==> config.mk <==
export PLATFORM = sky130hd
export DESIGN_NAME = sme_job_loader
export DESIGN_NICKNAME = d
export VERILOG_FILES = /design/src/rtl/sme_pkg.sv /design/src/rtl/sme_result_reg.sv /design/src/rtl/sme_job_loader.sv
export SDC_FILE = /design/constraint.sdc
export NUM_CORES = 1
export LEC_CHECK = 0
export ABC_AREA = 1
export ABC_CLOCK_PERIOD_IN_PS = 2800
export BUFFER_PORTS_ARGS = -buffer_cell sky130_fd_sc_hd__buf_2
export CAP_MARGIN = 20
export CORE_ASPECT_RATIO = 0.9
export CORE_UTILIZATION = 58
export DETAILED_ROUTE_END_ITERATION = 8
export PLACE_DENSITY = 0.8
export RECOVER_POWER = 100
export SETUP_SLACK_MARGIN = 0.3
export SYNTH_ARGS = -nofsm -noshare
export SYNTH_HDL_FRONTEND = slang
export SYNTH_HIERARCHICAL = 1
export SYNTH_SLANG_ARGS = --single-unit
==> constraint.sdc <==
create_clock -name clk -period 2.8 [get_ports clk]
set_input_delay 0.56 -clock clk [delete_from_list [all_inputs] [get_ports clk]]
set_output_delay 0.56 -clock clk [all_outputs]
set_load 0.01 [all_outputs]
==> src/rtl/sme_pkg.sv <==
// Shared constants, character codes and FSM state encoding for the SME job loader.
package sme_pkg;

    localparam int unsigned MAX_STR_LEN = 32;
    localparam int unsigned MAX_PAT_LEN = 8;

    localparam logic [7:0] CH_START = 8'h5E;
    localparam logic [7:0] CH_END   = 8'h24;
    localparam logic [7:0] CH_ANY   = 8'h2E;
    localparam logic [7:0] CH_SPACE = 8'h20;

    typedef enum logic [3:0] {
        S_IDLE,
        S_RD_H0,
        S_RD_H1,
        S_CHK,
        S_STR,
        S_PAT,
        S_GAP,
        S_WAIT,
        S_HOLD,
        S_DONE
    } state_t;

    // A header is usable when both lengths fit what the SME can hold.
    function automatic logic header_legal(input logic [7:0] str_len, input logic [7:0] pat_len);
        return (str_len <= 8'(MAX_STR_LEN)) && (pat_len <= 8'(MAX_PAT_LEN));
    endfunction

endpackage

==> src/rtl/sme_result_reg.sv <==
// Result capture register with valid/ready hold; fields stay frozen until accepted.
module sme_result_reg #(
    parameter int unsigned JOB_W = 6
) (
    input  logic             clk,
    input  logic             reset,
    input  logic             load,
    input  logic             load_timeout,
    input  logic             match,
    input  logic [4:0]       index,
    input  logic [JOB_W-1:0] job,
    input  logic             res_ready,
    output logic             res_valid,
    output logic             res_match,
    output logic [4:0]       res_index,
    output logic [JOB_W-1:0] res_job,
    output logic             res_timeout
);

    always_ff @(posedge clk) begin
        if (reset) begin
            res_valid   <= 1'b0;
            res_match   <= 1'b0;
            res_index   <= '0;
            res_job     <= '0;
            res_timeout <= 1'b0;
        end else if (load) begin
            res_valid   <= 1'b1;
            res_match   <= match & ~load_timeout;
            res_index   <= load_timeout ? 5'd0 : index;
            res_job     <= job;
            res_timeout <= load_timeout;
        end else if (res_valid && res_ready) begin
            res_valid <= 1'b0;
        end
    end

endmodule

==> src/rtl/sme_job_loader.sv <==
// Walks a packed job list in byte memory, streams each job into the SME and
// hands every SME result (or timeout) downstream tagged with its job number.
module sme_job_loader
    import sme_pkg::*;
#(
    parameter int unsigned ADDR_W  = 10,
    parameter int unsigned JOB_W   = 6,
    parameter int unsigned TIMEOUT = 255
) (
    input  logic              clk,
    input  logic              reset,
    input  logic              start,
    output logic [ADDR_W-1:0] mem_addr,
    input  logic [7:0]        mem_rdata,
    output logic [7:0]        chardata,
    output logic              isstring,
    output logic              ispattern,
    input  logic              sme_match,
    input  logic [4:0]        sme_match_index,
    input  logic              sme_valid,
    output logic              res_valid,
    input  logic              res_ready,
    output logic              res_match,
    output logic [4:0]        res_index,
    output logic [JOB_W-1:0]  res_job,
    output logic              res_timeout,
    output logic              busy,
    output logic              done,
    output logic              err_len
);

    localparam int unsigned CNT_W = $clog2(TIMEOUT + 1);
    // Wide enough for str_len + pat_len of a legal header (at most 40).
    localparam int unsigned LEN_W = 6;

    state_t            state;
    logic [7:0]        str_len;
    logic [LEN_W-1:0]  pat_len;
    logic [LEN_W-1:0]  issue_left;
    logic [LEN_W-1:0]  out_left;
    logic [CNT_W-1:0]  wait_cnt;
    logic [JOB_W-1:0]  job;

    logic              load_c;
    logic              load_timeout_c;
    logic              xfer_c;
    logic [LEN_W-1:0]  total_c;

    assign total_c = LEN_W'(str_len) + LEN_W'(mem_rdata);
    assign xfer_c  = res_valid & res_ready;

    // A real SME result beats the timeout when both land on the same cycle.
    always_comb begin
        load_c         = 1'b0;
        load_timeout_c = 1'b0;
        if (state == S_WAIT) begin
            if (sme_valid) begin
                load_c = 1'b1;
            end else if (wait_cnt == CNT_W'(TIMEOUT - 1)) begin
                load_c         = 1'b1;
                load_timeout_c = 1'b1;
            end
        end
    end

    // Data addresses are issued one cycle ahead of the byte being presented,
    // so mem_addr always holds the last address issued for the current job.
    always_ff @(posedge clk) begin
        if (reset) begin
            state      <= S_IDLE;
            mem_addr   <= '0;
            chardata   <= '0;
            isstring   <= 1'b0;
            ispattern  <= 1'b0;
            busy       <= 1'b0;
            done       <= 1'b0;
            err_len    <= 1'b0;
            str_len    <= '0;
            pat_len    <= '0;
            issue_left <= '0;
            out_left   <= '0;
            wait_cnt   <= '0;
            job        <= '0;
        end else begin
            done <= 1'b0;
            case (state)
                S_IDLE: begin
                    if (start) begin
                        state    <= S_RD_H0;
                        mem_addr <= '0;
                        job      <= '0;
                        busy     <= 1'b1;
                        err_len  <= 1'b0;
                    end
                end
                S_RD_H0: begin
                    mem_addr <= mem_addr + ADDR_W'(1);
                    state    <= S_RD_H1;
                end
                S_RD_H1: begin
                    str_len  <= mem_rdata;
                    mem_addr <= mem_addr + ADDR_W'(1);
                    state    <= S_CHK;
                end
                S_CHK: begin
                    pat_len    <= LEN_W'(mem_rdata);
                    issue_left <= '0;
                    if (mem_rdata == 8'd0) begin
                        busy  <= 1'b0;
                        state <= S_DONE;
                    end else if (!header_legal(str_len, mem_rdata)) begin
                        err_len <= 1'b1;
                        busy    <= 1'b0;
                        state   <= S_DONE;
                    end else begin
                        if (total_c > LEN_W'(1)) begin
                            mem_addr   <= mem_addr + ADDR_W'(1);
                            issue_left <= total_c - LEN_W'(2);
                        end
                        if (str_len == 8'd0) begin
                            out_left <= LEN_W'(mem_rdata);
                            state    <= S_PAT;
                        end else begin
                            out_left <= LEN_W'(str_len);
                            state    <= S_STR;
                        end
                    end
                end
                S_STR, S_PAT: begin
                    chardata  <= mem_rdata;
                    isstring  <= (state == S_STR);
                    ispattern <= (state == S_PAT);
                    if (issue_left != '0) begin
                        mem_addr   <= mem_addr + ADDR_W'(1);
                        issue_left <= issue_left - LEN_W'(1);
                    end
                    out_left <= out_left - LEN_W'(1);
                    if (out_left == LEN_W'(1)) begin
                        if (state == S_STR) begin
                            out_left <= pat_len;
                            state    <= S_PAT;
                        end else begin
                            state <= S_GAP;
                        end
                    end
                end
                S_GAP: begin
                    chardata  <= '0;
                    isstring  <= 1'b0;
                    ispattern <= 1'b0;
                    wait_cnt  <= '0;
                    state     <= S_WAIT;
                end
                S_WAIT: begin
                    wait_cnt <= wait_cnt + CNT_W'(1);
                    if (load_c) begin
                        state <= S_HOLD;
                    end
                end
                S_HOLD: begin
                    if (xfer_c) begin
                        job      <= job + JOB_W'(1);
                        mem_addr <= mem_addr + ADDR_W'(1);
                        state    <= S_RD_H0;
                    end
                end
                S_DONE: begin
                    done  <= 1'b1;
                    state <= S_IDLE;
                end
                default: state <= S_IDLE;
            endcase
        end
    end

    sme_result_reg #(
        .JOB_W(JOB_W)
    ) u_result_reg (
        .clk          (clk),
        .reset        (reset),
        .load         (load_c),
        .load_timeout (load_timeout_c),
        .match        (sme_match),
        .index        (sme_match_index),
        .job          (job),
        .res_ready    (res_ready),
        .res_valid    (res_valid),
        .res_match    (res_match),
        .res_index    (res_index),
        .res_job      (res_job),
        .res_timeout  (res_timeout)
    );

endmodule

* After elaboration in Yosys (flattened, before gate mapping) *
Index checks and enable logic that the tools add are counted.

word-level totals
  bits in registers = 81
  output and inout port bits = 37
  word-level logic and storage cells = 126

cells by class
  equal/unequal tests = 21
  reductions and logical operators = 22
  order comparisons = 3
  $add $sub $neg = 7
  bitwise logic cells = 3
  mux-type cells = 51

operator list
  operator                                             number
  two-way mux 6 bit                                    11
  two-way mux 10 bit                                   6
  case mux 10 bit (5 select lines)                     1
  case mux 6 bit (2 select lines)                      3
  case mux 4 bit (8 select lines)                      1
  case mux 8 bit (2 select lines)                      2
  two-way mux 4 bit                                    6
  inequality test 2 bit, second input constant         9
  == test 4 x 3 -> 1 bit, second input constant        4
  logical NOT 8 bit                                    2
  two-way mux 1 bit                                    15
  nonzero test 2 bit                                   6
  subtractor 6 x 1 -> 6 bit, second input constant     2
  adder 10 x 1 -> 10 bit, second input constant        1
  AND reduction 3 bit                                  3
  adder 8 x 1 -> 8 bit, second input constant          1
  == test 4 x 2 -> 1 bit, second input constant        2
  == test 4 bit, second input constant                 2
  == test 8 bit, second input constant                 1
  <= comparator 8 x 4 -> 1 bit, second input constant  1
  <= comparator 8 x 6 -> 1 bit, second input constant  1
  case mux 1 bit (2 select lines)                      4
  AND reduction 4 bit                                  2
  AND reduction 7 bit                                  1
  17 further kinds                                     20

* Longest topological paths before layout *
  depth in word-level cells = 6
  mapped depth = 15

* Hierarchy *
The synthesis kept the hierarchy.

modules (own cells, without submodules)
  module          times used  cells each  area each (um^2)
  sme_job_loader  1           557         3802.4
  sme_result_reg  1           61          513.0

* Worst setup path after synthesis *
OpenSTA, ideal clock, no wires.

  path type = input -> register
  from = input port mem_rdata[0]
  to = register mem_addr[2]
  setup time = 0.132 ns
  stages = 11
  arrival = 2.050 ns
  setup slack = 0.618 ns
  path through = ha_1 > fa_1 > nor2_1 > nor2_1 > nor2_1 > nand3_1 > nor2_2 > nand3_1 > buf_4 > nand3_1 > a21oi_1

on the way
  cells in the longest elaborated chain, start to end = 4
  elaborated cells between the ends (all ways) = 9
  those cells by class = 1 x add/sub; 2 x order compare; 3 x eq/ne; 3 x reduce/logical

RTL lines
  element                                                                      line                                  RTL
  start, declared                                                              sme_job_loader.sv:14                  input logic [7:0] mem_rdata,
  adder 6 bit or <= comparator 8 x 4 -> 1 bit (tied branches)                  sme_job_loader.sv:49, sme_pkg.sv:27
  greater-than comparator 6 x 1 -> 1 bit or logical AND 1 bit (tied branches)  sme_job_loader.sv:116, sme_pkg.sv:27
  inequality test 2 bit (no source line)                                       -
  AND reduction 7 bit (no source line) (*)                                     -
  end signal, assigned                                                         sme_job_loader.sv:102                 mem_addr <= mem_addr + ADDR_W'(1);
  end signal, assigned                                                         sme_job_loader.sv:117                 mem_addr <= mem_addr + ADDR_W'(1);
  end signal, assigned                                                         sme_job_loader.sv:134                 mem_addr <= mem_addr + ADDR_W'(1);
  end, declared                                                                sme_job_loader.sv:13                  output logic [ADDR_W-1:0] mem_addr,

Every way passes the cells marked *; elsewhere a longest branch is shown, timed or not.
A chain may end at the register's enable or synchronous reset.

* Worst setup path in the final report *
  from = register state[3]
  to = register mem_addr[5]

on the way
  cells in the longest elaborated chain, start to end = 4
  elaborated cells between the ends (all ways) = 18
  those cells by class = 12 x eq/ne; 1 x mux; 5 x reduce/logical

RTL lines
  element                                                                       line                   RTL
  start, declared                                                               sme_job_loader.sv:36   state_t state;
  start signal, assigned                                                        sme_job_loader.sv:70   state <= S_IDLE;
  start signal, assigned                                                        sme_job_loader.sv:89   state <= S_RD_H0;
  start signal, assigned                                                        sme_job_loader.sv:98   state <= S_RD_H1;
  == test 4 x 2 -> 1 bit, or another cell as far along                          sme_job_loader.sv:86   case (state)
  OR reduction 2 bit (on tied branches)                                         -
  nonzero test 5 bit (no source line) or inequality test 2 bit (tied branches)  -
  AND reduction 7 bit (no source line)                                          -
  end signal, assigned                                                          sme_job_loader.sv:97   mem_addr <= mem_addr + ADDR_W'(1);
  end signal, assigned                                                          sme_job_loader.sv:102
  end signal, assigned                                                          sme_job_loader.sv:117

Parallel ways exist; a longest one is shown, timed or not.

==> reports/qor.csv <==
metric;value;unit
largest net degree at the start of global routing;46;
Routed WL per cell;13.37;microns
Synthesis Warnings;6;
antenna violations before repair;0;
FF+latch count, synth;81;
Routed met3 length;508;microns
CP peak stage delay;0.52;ns
CP endpoint kind;flip-flop;
Post-Synth Adder-Cell Area;4.233;%
nets@finish;703;
Final ANT Viol Nets;0;
Slew Viols, Final;0;
DRC;0;
Crit path max-delay family;simple AND/OR/NAND/NOR gates;
Seq/Total Area, Yosys;37.58;%
cell count after synthesis;618;
Peak supply drop;440.9;uV
Fillers;684;
Boundary Pins;56;
aggregate global-route resource usage;27.94;%
Clk pwr share;30.7;%
Clock Sinks;81;
worst slew pin tran;0.6161;ns
Finish-stage setup viols;0;
Mapped Area;4315;sq um
1st-iter DRT viols;354;
die area;7790;sq um
std cell rows;29;
largest family of logic cells by synthesized area;simple AND/OR/NAND/NOR gates;
Hold Path Depth;2;
Total Power;2888;uW
area share of xor/xnor cells in the synthesized design;2.233;%
M1 wire length;4822;microns
DIE HEIGHT;83.83;microns
Switch Pwr;989.4;uW
setup_tns;0;ns
clock skew;0.008511;ns
H-tree depth reported by CTS;3;
first-pass GRT wire length;17550;microns
P_leak;0.001927;uW
post-layout min period;2.406;ns
routed wl met2;4819;microns
CP Class;reg2reg;
crit start category;flip-flop;
DIE WIDTH;92.93;microns
Area Overhead vs Synth;9.713;%
Num CTS Buffers;9;
Netlist cell types;42;
cells on worst reg2reg path;9;
post-CTS setup buffer count;0;
CP Data Arrival Time;2.64;ns
synth top area cells;dfxtp_1 (38%), nand2_1 (12%), a21oi_1 (8.6%);
slew margin rel.;58.88;%
HPWL Detailed;7366;microns
RSZ-0062 raised after global routing;no;
gpl congestion;0.8929;
Remaining Overflow, GRT;0;
CTS root buf;clkbuf_8;
syn_area_per_cell;6.983;sq um
DR vias;4262;
vias per cell;5.549;
Max Buffers Root-to-Sink;2;
Hold Violations, Final;0;
switching part of the total power;34.26;%
Syn Nets;651;
period utilisation layout;85.93;%
share of cells above drive strength 1;8.296;%
core area;7112;sq um
worst path buffer plus inverter count;1;
Worst path depth;9;
CTS tree;done;
Detailed Route WL;10270;microns
Initial Utilization;60.68;%
input/output buffers;55;
drt first pass iters;5;
Placement Setup Slack;0.1699;ns
Post-CTS Hold Fix Bufs;0;
hold slack;0.4537;ns
crit path max-delay cell type;dfxtp_1;
leading area contributor after synthesis;dfxtp_1;
Power Density;610.0;nW/um^2
clk_lat worst skew;0.36;ns
Gate power share;24.8;%
max-cap violations;0;
crit path cell chain;nor2_1 > nand2_1 > inv_1 > nand2_1 > nand3_1 > nor2_2 > nand2_4 > nand2_1 > a21oi_1;
Compound-Gate Fraction of Synth Area;18.82;%
HP Class;reg2reg;
Synth top area share;37.58;%
Ant. Diodes;0;
CP dominant cell by count;nand2_1;
mux cell area share after synthesis;0;%
Max Fclk;415.6;MHz
register share of total power;44.4;%
vias in the first global route;3856;
status;complete, no violations;
Internal;1899;uW
highest routed layer;met4;
clock transition at the registers of the reported paths;0.09;ns
post-synthesis simple-gate area fraction;28.67;%
CP max FO;14;
fin worst setup slack;0.3940;ns
Req. time, crit path;3.03;ns
tightest hold or removal path, delay by kind of cell (launching register included):
family          cells  cell delay [ns]
buf+inv             1             0.04
flops               1             0.32
compound gates      1             0.05
what timing repair did:
item                                    CTS  global route
endpoints found under the hold margin     0             0
resized for setup                         0             2
endpoints found under the setup margin    0             5
cells in the mapped netlist:
cell / n
nor3b_1: 1
nor2_4: 4
nor2_1: 66
a21oi_1: 74
nand4_1: 7
o22ai_1: 1
o211a_1: 1
nor2_2: 5
o21ai_2: 1
buf_2: 3
o21ai_1: 2
dfxtp_1: 81
a211oi_1: 4
nand3b_1: 2
nand2_1: 138
o211ai_1: 5
buf_4: 2
inv_1: 58
ha_1: 13
o221ai_1: 1
a31oi_1: 2
buf_6: 5
a221oi_1: 1
nand2_2: 5
a21oi_2: 5
o21ba_2: 2
dlygate4sd1_1: 1
nand2_4: 1
clkbuf_1: 7
nor3_2: 1
o21ai_0: 43
a22oi_1: 1
xnor2_1: 4
nand3_2: 2
or2_1: 1
nand3_1: 43
o31ai_1: 1
nor3_1: 7
inv_2: 7
fa_1: 1
o21bai_1: 2
xor2_1: 7
registers in the layout (all words and copies together) (netlist names):
name,flops
busy,1
chardata,8
done,1
err_len,1
ispattern,1
isstring,1
issue_left,6
job,6
mem_addr,10
out_left,6
pat_len,6
state,4
str_len,8
u_result_reg/res_index,5
u_result_reg/res_job,6
u_result_reg/res_match,1
u_result_reg/res_timeout,1
u_result_reg/res_valid,1
wait_cnt,8
worst paths after layout:
path / slack [ns] / start / to
min: 0.45 / err_len / err_len
max: 0.39 / state[3] / mem_addr[5]
min reg2reg: 0.45 / err_len / err_len
max reg2reg: 0.39 / state[3] / mem_addr[5]
metal layers:
metal  up-vias  track usage (%)
met4         0            7.413
li1       2142                -
met2       129            45.39
met1      1978            37.47
met5         -                0
met3        13            6.102
power by group through the flow:
| stage | clock, uW | sequential [uW] | combinational [uW] |
|---|---|---|---|
| floorplan | 0 | 1300 | 555 |
| global placement | 0 | 1310 | 703 |
| detailed placement | 0 | 1310 | 714 |
| CTS | 906 | 1290 | 721 |
| global route | 949 | 1290 | 821 |
| finish | 888 | 1280 | 717 |
through the flow:
stage	util [%]	std cells	area [sq um]
CTS	67.77	768	4820
floorplan	-	618	4315
detailed placement	64.90	752	4616
finish	66.57	768	4735
global route	66.57	768	4735
global placement	64.90	752	4616
cells by family (layout without fill, tap and decap cells):
kind of cell,after synthesis,count (layout)
DFF,81,81
AOI/OAI and AO/OA,146,146
and+or+nand+nor,283,283
buffers and inverters,83,140
xor gates and xnor gates,11,11
adders and majority gates,14,14
cell type report:
cell class,count,area (sq um),area share (%)
flip-flops and latches,81,1622,34.25
multi-input cells,454,2290,48.36
clock inverters,5,62.56,1.321
repair buffers,59,259.0,5.470
clock buffers,11,141.4,2.986
well taps,93,116.4,2.458
inverters,65,244.0,5.153
placed cells by master, fill, tap and decap left out, types with 5 or more instances in the layout:
master    synthesis  final
a21oi_1          74     76
nand3_1          43     43
o21ai_0          43     44
o211ai_1          5      5
clkbuf_1          7     38
nand2_1         138    141
dfxtp_1          81     81
buf_2             3     18
nand4_1           7      7
xor2_1            7      7
clkbuf_8          0     10
ha_1             13     13
nor3_1            7      7
nor2_1           66     70
inv_1            58     62
No activity file was read; power rests on OpenSTA's default activity.
